`config.mk`:
```
export PLATFORM = sky130hd
export DESIGN_NAME = alu_cmd_framer
export DESIGN_NICKNAME = d
export VERILOG_FILES = /design/src/rtl/alu_frame_pkg.sv /design/src/rtl/frame_timeout_counter.sv /design/src/rtl/alu_cmd_framer.sv
export SDC_FILE = /design/constraint.sdc
export NUM_CORES = 1
export LEC_CHECK = 0
export ABC_AREA = 1
export ABC_CLOCK_PERIOD_IN_PS = 1750
export CAP_MARGIN = 20
export CORE_MARGIN = 5
export CORE_UTILIZATION = 50
export DETAILED_ROUTE_END_ITERATION = 10
export PLACE_DENSITY = 0.76
export SYNTH_ARGS = -nofsm -noshare
export SYNTH_HDL_FRONTEND = slang
export SYNTH_HIERARCHICAL = 1
export SYNTH_SLANG_ARGS = --single-unit
```
`constraint.sdc`:
```
create_clock -name i_clk -period 1.75 [get_ports i_clk]
set_input_delay 0.35 -clock i_clk [delete_from_list [all_inputs] [get_ports i_clk]]
set_output_delay 0.35 -clock i_clk [all_outputs]
set_load 0.02 [all_outputs]
```
`src/rtl/alu_frame_pkg.sv`:
```
// Shared types and constants for the framed ALU command decoder.
package alu_frame_pkg;

    typedef enum logic [2:0] {
        S_IDLE,
        S_GET_OP,
        S_GET_A,
        S_GET_B,
        S_GET_CHK,
        S_EXEC,
        S_SEND_STAT,
        S_SEND_RES
    } frame_state_e;

    localparam int unsigned NB_STATUS = 8;

    localparam logic [NB_STATUS-1:0] ST_OK      = 8'h00;
    localparam logic [NB_STATUS-1:0] ST_CHK     = 8'h01;
    localparam logic [NB_STATUS-1:0] ST_TIMEOUT = 8'h02;
    localparam logic [NB_STATUS-1:0] ST_BADOP   = 8'h03;

    localparam logic [7:0] DEFAULT_SOF = 8'hA5;

endpackage

```
`src/rtl/frame_timeout_counter.sv`:
```
// Inter-byte idle counter for a frame in progress; built only when
// ALU_FRAME_TIMEOUT_EN is defined.
`ifdef ALU_FRAME_TIMEOUT_EN
module frame_timeout_counter #(
    parameter int unsigned TIMEOUT_CYCLES = 1000000,
    parameter int unsigned NB_TIMEOUT     = 20
) (
    input  logic i_clk,
    input  logic i_reset,
    input  logic i_clear,
    input  logic i_enable,
    output logic o_expired_c
);

    logic [NB_TIMEOUT-1:0] cnt_q;

    // Saturates at the expiry value so a stalled enable cannot wrap.
    always_ff @(posedge i_clk or negedge i_reset) begin
        if (!i_reset) begin
            cnt_q <= '0;
        end else if (i_clear) begin
            cnt_q <= '0;
        end else if (i_enable && !o_expired_c) begin
            cnt_q <= cnt_q + NB_TIMEOUT'(1);
        end
    end

    assign o_expired_c = (cnt_q == NB_TIMEOUT'(TIMEOUT_CYCLES - 1));

endmodule
`endif

```
`src/rtl/alu_cmd_framer.sv`:
```
// Framed command decoder between UART FIFOs and the ALU: SOF, opcode, A, B, checksum in;
// status, result out. Optional inter-byte timeout under ALU_FRAME_TIMEOUT_EN.
module alu_cmd_framer
    import alu_frame_pkg::*;
#(
    parameter int unsigned         NB_DATA        = 8,
    parameter int unsigned         NB_OPCODE      = 6,
    parameter logic [NB_DATA-1:0]  SOF_BYTE       = NB_DATA'(DEFAULT_SOF),
    parameter int unsigned         TIMEOUT_CYCLES = 1000000,
    parameter int unsigned         NB_TIMEOUT     = 20
) (
    input  logic                 i_clk,
    input  logic                 i_reset,
    input  logic [NB_DATA-1:0]   i_rx_data,
    input  logic                 i_rx_empty,
    input  logic                 i_tx_full,
    input  logic [NB_DATA-1:0]   i_alu_result,
    output logic                 o_rx_read,
    output logic                 o_tx_write,
    output logic [NB_DATA-1:0]   o_tx_data,
    output logic [NB_OPCODE-1:0] o_alu_opcode,
    output logic [NB_DATA-1:0]   o_alu_op_A,
    output logic [NB_DATA-1:0]   o_alu_op_B,
    output logic                 o_frame_ok,
    output logic                 o_frame_err
);

    frame_state_e         state_q;
    logic [NB_DATA-1:0]   op_q, a_q, b_q;
    logic [NB_OPCODE-1:0] alu_opc_q;
    logic [NB_DATA-1:0]   alu_a_q, alu_b_q;
    logic [NB_DATA-1:0]   status_q, result_q;
    logic                 ok_q, err_q;
    logic                 in_frame_c, tmo_expired;

    assign in_frame_c = (state_q == S_GET_OP) || (state_q == S_GET_A) ||
                        (state_q == S_GET_B)  || (state_q == S_GET_CHK);

    // FIFO handshakes are combinational so a byte moves in the same cycle it is accepted.
    assign o_rx_read  = (in_frame_c || (state_q == S_IDLE)) && !i_rx_empty;
    assign o_tx_write = ((state_q == S_SEND_STAT) || (state_q == S_SEND_RES)) && !i_tx_full;
    assign o_tx_data  = !o_tx_write              ? '0       :
                        (state_q == S_SEND_STAT) ? status_q : result_q;

`ifdef ALU_FRAME_TIMEOUT_EN
    frame_timeout_counter #(
        .TIMEOUT_CYCLES (TIMEOUT_CYCLES),
        .NB_TIMEOUT     (NB_TIMEOUT)
    ) u_timeout (
        .i_clk       (i_clk),
        .i_reset     (i_reset),
        .i_clear     (!in_frame_c || o_rx_read),
        .i_enable    (in_frame_c),
        .o_expired_c (tmo_expired)
    );
`else
    // No counter in this build; sizing parameters stay for a uniform interface.
    logic unused_tmo_cfg;
    assign unused_tmo_cfg = ^{TIMEOUT_CYCLES, NB_TIMEOUT};
    assign tmo_expired    = 1'b0;
`endif

    always_ff @(posedge i_clk or negedge i_reset) begin
        if (!i_reset) begin
            state_q   <= S_IDLE;
            op_q      <= '0;
            a_q       <= '0;
            b_q       <= '0;
            alu_opc_q <= '0;
            alu_a_q   <= '0;
            alu_b_q   <= '0;
            status_q  <= '0;
            result_q  <= '0;
            ok_q      <= 1'b0;
            err_q     <= 1'b0;
        end else begin
            ok_q  <= 1'b0;
            err_q <= 1'b0;
            case (state_q)
                S_IDLE: begin
                    if (o_rx_read && (i_rx_data == SOF_BYTE)) state_q <= S_GET_OP;
                end
                S_GET_OP: begin
                    if (o_rx_read) begin
                        op_q    <= i_rx_data;
                        state_q <= S_GET_A;
                    end
                end
                S_GET_A: begin
                    if (o_rx_read) begin
                        a_q     <= i_rx_data;
                        state_q <= S_GET_B;
                    end
                end
                S_GET_B: begin
                    if (o_rx_read) begin
                        b_q     <= i_rx_data;
                        state_q <= S_GET_CHK;
                    end
                end
                S_GET_CHK: begin
                    // Checksum error takes precedence over an out-of-range opcode.
                    if (o_rx_read) begin
                        if ((op_q ^ a_q ^ b_q) != i_rx_data) begin
                            status_q <= NB_DATA'(ST_CHK);
                            result_q <= '0;
                            err_q    <= 1'b1;
                            state_q  <= S_SEND_STAT;
                        end else if (op_q[NB_DATA-1:NB_OPCODE] != '0) begin
                            status_q <= NB_DATA'(ST_BADOP);
                            result_q <= '0;
                            err_q    <= 1'b1;
                            state_q  <= S_SEND_STAT;
                        end else begin
                            alu_opc_q <= op_q[NB_OPCODE-1:0];
                            alu_a_q   <= a_q;
                            alu_b_q   <= b_q;
                            status_q  <= NB_DATA'(ST_OK);
                            state_q   <= S_EXEC;
                        end
                    end
                end
                S_EXEC: begin
                    result_q <= i_alu_result;
                    ok_q     <= 1'b1;
                    state_q  <= S_SEND_STAT;
                end
                S_SEND_STAT: begin
                    if (!i_tx_full) state_q <= S_SEND_RES;
                end
                S_SEND_RES: begin
                    if (!i_tx_full) state_q <= S_IDLE;
                end
                default: state_q <= S_IDLE;
            endcase

            // Idle timeout inside a frame abandons it with a timeout response.
            if (tmo_expired && in_frame_c && !o_rx_read) begin
                status_q <= NB_DATA'(ST_TIMEOUT);
                result_q <= '0;
                err_q    <= 1'b1;
                state_q  <= S_SEND_STAT;
            end
        end
    end

    assign o_alu_opcode = alu_opc_q;
    assign o_alu_op_A   = alu_a_q;
    assign o_alu_op_B   = alu_b_q;
    assign o_frame_ok   = ok_q;
    assign o_frame_err  = err_q;

endmodule
```
; Word-level counts from Yosys, hierarchy flattened
; Cells that the tools add are included.
[classes]
eq_ne = 17
muxes = 23
n_bitwise = 4
n_reduce_logical = 20
[op_table]
columns = cell, n
row1 = $mux 8, 5
row2 = $pmux 3 s8, 1
row3 = $mux 3, 7
row4 = $pmux 8 s2, 1
row5 = $xor 8x8->8, 2
row6 = $eq 3x3->1 const B, 4
row7 = $ne 2x2->1 const B, 6
row8 = $eq 8x8->1 const B, 1
row9 = $mux 2, 4
row10 = $ne 8x8->1, 1
row11 = $reduce_and 2->1, 4
row12 = $reduce_and 7->1, 1
row13 = $eq 3x2->1 const B, 2
row14 = $logic_or 1x1->1, 5
row15 = $mux 1, 5
row16 = $reduce_and 4->1, 1
row17 = $reduce_bool 2->1, 2
row18 = $eq 3x1->1 const B, 1
row19 = $logic_and 1x1->1, 3
row20 = $logic_not 3->1, 1
row21 = $ne 3x1->1 const B, 1
row22 = $reduce_and 3->1, 1
row23 = $logic_not 1->1, 2
row24 = $ne 2x1->1 const B, 1
row25 = $not 1->1, 2
[totals]
ff_bits = 67
inputBits = 20
output_inout_bits = 34

; Logic depth before layout (Yosys ltp)
; Gate-level depths: netlist of the first run.
[depth]
word_depth = 9
depth_mapped = 12
mapped_depth_nobuf = 12

; Worst setup path before layout of the first run
; Ideal clock, no wire load.
[synth_path]
kind = register to output
startpoint = register state_q[1]
endpoint = output o_tx_data[2]
t_arrival_ns = 1.713
path_slack_ns = -0.313
stages_incl_launch_ff = 5
path_cell_list = dfrtp_1 inv_1 nor3_1 nand2_1 nor2_1
[synth_between]
elab_chain_cells = 4
word_cells_on_any_way = 6
[synth_lines]
columns = item, line
row1 = "start, declared", alu_cmd_framer.sv:28  ; frame_state_e state_q;
row2 = "start signal, assigned", alu_cmd_framer.sv:65  ; state_q <= S_IDLE;
row3 = "start signal, assigned", alu_cmd_framer.sv:81  ; if (o_rx_read && (i_rx_data == SOF_BYTE)) state_q <= S_GET_OP;
row4 = "start signal, assigned", alu_cmd_framer.sv:86  ; state_q <= S_GET_A;
row5 = $eq 3x3->1, alu_cmd_framer.sv:41  ; assign o_tx_write = ((state_q == S_SEND_STAT) || (state_q == S_SEND_RES)) && !i_tx_full;
row6 = $logic_or 1x1->1 (*), alu_cmd_framer.sv:41
row7 = $logic_and 1x1->1 (*), alu_cmd_framer.sv:41
row8 = net o_tx_write, alu_cmd_framer.sv:19  ; output logic o_tx_write,
row9 = $mux 8 (*), alu_cmd_framer.sv:42  ; assign o_tx_data = !o_tx_write ? '0 :
row10 = "end, declared", alu_cmd_framer.sv:20  ; output logic [NB_DATA-1:0] o_tx_data,
; Mark *: on every way through the listed nets, which the timed path passes. The rest lies on a longest branch.

; Final worst setup path of the first run
[layout_path]
startpoint = register state_q[2]
endpoint = output o_tx_data[7]
[layout_between]
elab_chain_cells = 4
word_cells_on_any_way = 6
[layout_lines]
columns = item, line
row1 = "$eq 3x3->1, on equally long branches", "alu_cmd_framer.sv:41, alu_cmd_framer.sv:43"
row2 = $logic_or 1x1->1, alu_cmd_framer.sv:41
row3 = $logic_and 1x1->1, alu_cmd_framer.sv:41
row4 = $mux 8 (*), alu_cmd_framer.sv:42
; Every way passes the cells marked *; elsewhere a longest branch is shown, timed or not.

==> results of run 1 <==
[cell families after synthesis]
kind of cell / synth area share
buffers and inverters: 0.0881
DFF: 0.504
AOI/OAI and AO/OA: 0.131
xor gates and xnor gates: 0.0116
and+or+nand+nor: 0.265
[Yosys cell counts (all sizes together), types with 3 or more instances]
library cell  count
a21oi             4
buf               5
clkbuf            3
dfrtp            61
inv              53
nand2           132
nand3            19
nor2             25
o21ai            51
[layout make-up]
class / instances / area (sq um)
well taps: 75 / 93.8
flip-flops and latches: 61 / 1530
fillers: 393 / 1490
clock inverters: 5 / 50.0
inverters: 54 / 203
clock buffers: 11 / 141
multi-input cells: 244 / 1350
repair buffers: 105 / 1070
[metrics by stage]
stage                     area (sq um)  hold WS, ps
after global placement            3910          380
after global routing              4430         28.4
after detailed placement          3910          385
after CTS                         4110         20.0
after floorplan                   3040         54.4
final                             4430         12.8
[worst max-delay path: cells and delay by family (launching register included)]
kind / cells / cell delay (ps)
buf+inv: 2 / 210
flops: 1 / 380
simple gates: 3 / 490
[worst max-delay path by stage]
stage               start            to  slack, ps  cells after the start
4_1_cts        state_q[2]  o_tx_data[6]         -8                      5
5_1_grt        state_q[2]  o_tx_data[6]       -110                      5
2_1_floorplan  state_q[1]  o_tx_data[2]         70                      4
3_3_place_gp    i_tx_full  o_tx_data[7]       -510                      5
3_5_place_dp    i_tx_full  o_tx_data[6]       -580                      5
6_report       state_q[2]  o_tx_data[7]        -10                      5
[power by group through the flow]
stage          sequential, uW  combinational, uW  clock, uW
2_1_floorplan            2130               1470          0
4_1_cts                  2150               2300       1250
3_5_place_dp             2170               2210          0
6_report                 2180               2560       1250
3_3_place_gp             2160               2120          0
5_1_grt                  2230               2880       1340
[timing repair]
| item | CTS | global route |
|---|---|---|
| pin swaps | 3 | 15 |
| gates resized for setup | 53 | 51 |
| setup endpoints to repair | 11 | 43 |
| gates cloned | 1 | 6 |
| setup buffers | 2 | 10 |
[flip-flops by register name, indices dropped and copies added, names as in the netlist, 3 cells and up]
name,flops
b_q,8
result_q,8
o_alu_op_B,8
o_alu_op_A,8
a_q,8
o_alu_opcode,6
op_q,8
state_q,3
[per-layer routing]
layer	track usage	part of all wire	vias up
li1	-	-	1367
met1	0.255	0.41	1343
met2	0.332	0.52	69
met3	0.0339	0.041	21
met4	0.0976	0.029	0
met5	0	0	-
==> metrics.txt, run 1 <==
Leak 0.00236 uW; Net Count, Synth 386; fmax 0.567 GHz; top_reg_cell synth dfrtp_1; HP Class primary input to async pin; Peak supply drop 0.853 mV; ranking of synthesized cells by area dfrtp_1, nand2_1, o21ai_2; syn avg cell area 8.27 sq um; Power, Total 5990 uW; Yosys reg bits 61; critical path fanouts, max 6; Fin. Hold Viols 0; # IOs 54; clock period minus worst slack 1760 ps; chip width 87.8 um; Worst EP required 1400 ps; largest area contributor in the netlist dfrtp_1; worst slew pin tran 330 ps; hold_buf cts 0; internal power 3580 uW; Setup-failing EPs final 6; worst clock skew 6.66 ps; clk buf depth 2; DRC viols 0; Worst path max stage delay 380 ps; first-pass GRT wire length 12000 um; WL/cell 14.5 um; crit path DAT 1410 ps; Ys Warns 6; Synth cell types 26; setup tns final -44.9 ps; Switching Fraction 0.401; pwr/cell area 1350 mW/mm^2; status finished, violations left; hpwl dp 4870 um; Final Util 0.749; Logic pwr share 0.428; Vias/cell 5.05; Worst Setup End Kind output port; Skew-Pair Late Insertion Delay 340 ps; top cell type's share of synthesized area 0.504; 1st-pass router iterations 4; r2r setup slk 0 ps; grt total ovfl 0; slowest CP cell dfrtp_1; CP Cell Sequence inv_2 > nor3_4 > nand2_2 > nor2_1 > buf_4; placed insts 521; sequential share of the synthesized area 0.504; Mapped Cells 366; share of cells above drive strength 1 0.342; DRT antenna net count 0; switching power 2400 uW; Initial Util 0.511; CP Launch Type flip-flop; Inserted Diodes 0; vias in the first global route 2662; Port-buffer cells 53; Worst Reg-to-Reg Cells 12; failing checks negative setup slack; Slew headroom 0.780; Post-Route WL 8060 um; fin. max-slew vios 0; vias post-DR 2800; antenna violations before repair 0; floorplan core area 0.00592 sq mm; area grow syn2layout 46.5%; FF-to-FF End o_alu_op_A[5]; die area 0.00771 sq mm; RSZ-0062 raised after global routing yes; Post-synth EDFFs 0; CTS tree yes; final cell count without fillers 555; H-tree lvl count 3; Total GRT Usage 0.201; Final nets 495; RD Place Congestion 0.840; critical path class flip-flop to output port; fin crit share 1.01; Die H 87.8 um; dpl ws -581 ps; FP Rows 28; Worst-path clk slew 70 ps; most common cell after layout, fill and taps aside nand2_1; most frequent cells in the layout nand2_1, dfrtp_1, buf_4, inv_1, clkdlybuf4s50_1; Post-Syn Area 0.00303 sq mm; clock sink count 61; largest net degree at the start of global routing 62; Reg power frac 0.364; async set or reset register ratio after synthesis 1.00; FF-to-FF Start b_q[0]; Root Driver clkbuf_8; final setup margin -12.1 ps; Max Cap Viol 0; Clock Power Share 0.208; Detailed Route Iter0 Violations 127; total CTS buffers 9
Power figures use the tool's default switching activity.
==> run 2: changes to the inputs <==
Settings changed: CORE_ASPECT_RATIO from default to 1.25.
==> run 2 against run 1 <==
  * The flow still finishes with violations (negative setup slack)
  * Highest routed layer unchanged
  * Worst hold slack got worse by 9.9 ps
  * First-iteration DRC count rose by 31%
  * Power rose by 0.58%
  * Clock-buffer cell count rose by 1
  * Critical path type is now primary input to output port
  * Design area fell by 1.4%
  * Critical endpoint is now o_tx_data[3]
  * Setup slack got worse by 18 ps
  * Global-route usage fell by 0.88 points
  * Clock power fell by 5%
==> metrics.txt, run 2 (same netlist as run 1, synthesis figures left out) <==
status finished, violations left; failing checks negative setup slack; area grow syn2layout 44.5%; most frequent cells in the layout nand2_1, dfrtp_1, buf_4, clkdlybuf4s50_1, inv_1; share of cells above drive strength 1 0.354; Initial Util 0.517; # IOs 54; CTS tree yes; Switching Fraction 0.389; grt total ovfl 0; chip width 79.6 um; vias post-DR 2709; Skew-Pair Late Insertion Delay 330 ps; CP Launch Type primary input; clock sink count 61; most common cell after layout, fill and taps aside nand2_1; DRC viols 0; worst slew pin tran 328 ps; floorplan core area 0.00586 sq mm; total CTS buffers 9; RSZ-0062 raised after global routing yes; RD Place Congestion 0.780; hold_buf cts 0; Root Driver clkbuf_8; Total GRT Usage 0.192; Max Cap Viol 0; fin crit share 1.02; Die H 97.0 um; placed insts 528; largest net degree at the start of global routing 62; CP Cell Sequence clkdlybuf4s50_1 > nor3_4 > nand2_2 > nor2_1 > buf_4; Worst path max stage delay 460 ps; CP bufs+invs 2; Worst-path clk slew 70 ps; placed inst area 0.00390 sq mm; hold slack final 2.89 ps; Design Area, Final 0.00437 sq mm; H-tree lvl count 3; final cell count without fillers 568; vias in the first global route 2634; WL/cell 12.8 um; Worst Setup End Kind output port; die area 0.00772 sq mm; r2r setup slk 60 ps; critical path class primary input to output port; internal power 3680 uW; critical path fanouts, max 6; Port-buffer cells 53; pwr/cell area 1380 mW/mm^2; Leak 0.00226 uW; Worst EP required 1400 ps; switching power 2340 uW; worst clock skew 9.48 ps; delay-heaviest family, CP buffers and inverters; Reg power frac 0.364; Inserted Diodes 0; Post-Route WL 7300 um; final setup margin -30.6 ps; antenna violations before repair 0; fmax 0.562 GHz; first-pass GRT wire length 11700 um; 1st-pass router iterations 4; slowest CP cell clkdlybuf4s50_1; Slew headroom 0.781; Peak supply drop 0.792 mV; Clock Power Share 0.197; Setup-failing EPs final 4; clk buf depth 2; Logic pwr share 0.439; fin. max-slew vios 0; Final nets 503; clock period minus worst slack 1780 ps; crit path DAT 1430 ps; Vias/cell 4.77; FP Rows 31; HP Class primary input to async pin; DRT antenna net count 0; Detailed Route Iter0 Violations 166; Fin. Hold Viols 0; hpwl dp 4600 um
## run 2: stage by stage
step	TNS [ps]	worst slack [ps]	power, uW	utilization
after floorplan	0	66.9	3600	-
after global placement	-14350	-518	4270	0.666
after global routing	-2130	-150	6500	0.747
final	-51.2	-30.6	6020	0.747
after detailed placement	-15580	-574	4360	0.666
after CTS	-32.5	-12.2	5620	0.711
## run 2: cell type report
cell class                 count  area [sq um]
fill                         425          1480
clock buffer                  12           145
timing repair buffer         113          1060
inverter                      54           203
multi-input combinational    244          1300
tap                           82           103
sequential                    61          1530
clock inverter                 2          35.0
## run 2: worst paths after layout
path | depth (start not counted) | end | start
setup / recovery | 5 | o_tx_data[3] | i_tx_full
setup reg to reg | 13 | o_alu_op_B[1] | op_q[1]
max in group asynchronous | 2 | op_q[7] | i_reset
hold reg to reg | 2 | o_alu_op_A[2] | o_alu_op_A[2]
min in group i_clk | 4 | a_q[5] | i_rx_data[5]
hold / removal | 2 | o_alu_op_B[1] | i_reset
## run 2: power groups by stage
stage               clock (uW)  sequential (uW)  combinational (uW)
floorplan                    0             2130                1470
global placement             0             2150                2120
detailed placement           0             2180                2190
CTS                       1200             2150                2270
global route              1270             2240                2990
finish                    1190             2190                2640
## run 2: routing by layer
| metal | up-vias | share of wire | global-route usage |
|---|---|---|---|
| met5 | - | 0 | 0 |
| met4 | 0 | 0.012 | 0.115 |
| met3 | 6 | 0.053 | 0.0362 |
| met2 | 72 | 0.53 | 0.312 |
| met1 | 1256 | 0.41 | 0.231 |
| li1 | 1375 | - | - |
## run 2: timing repair
item / CTS / global route
cloned: 2 / 1
setup buffers: 7 / 17
setup endpoints to repair: 39 / 44
pin swaps: 6 / 13
resized for setup: 54 / 50
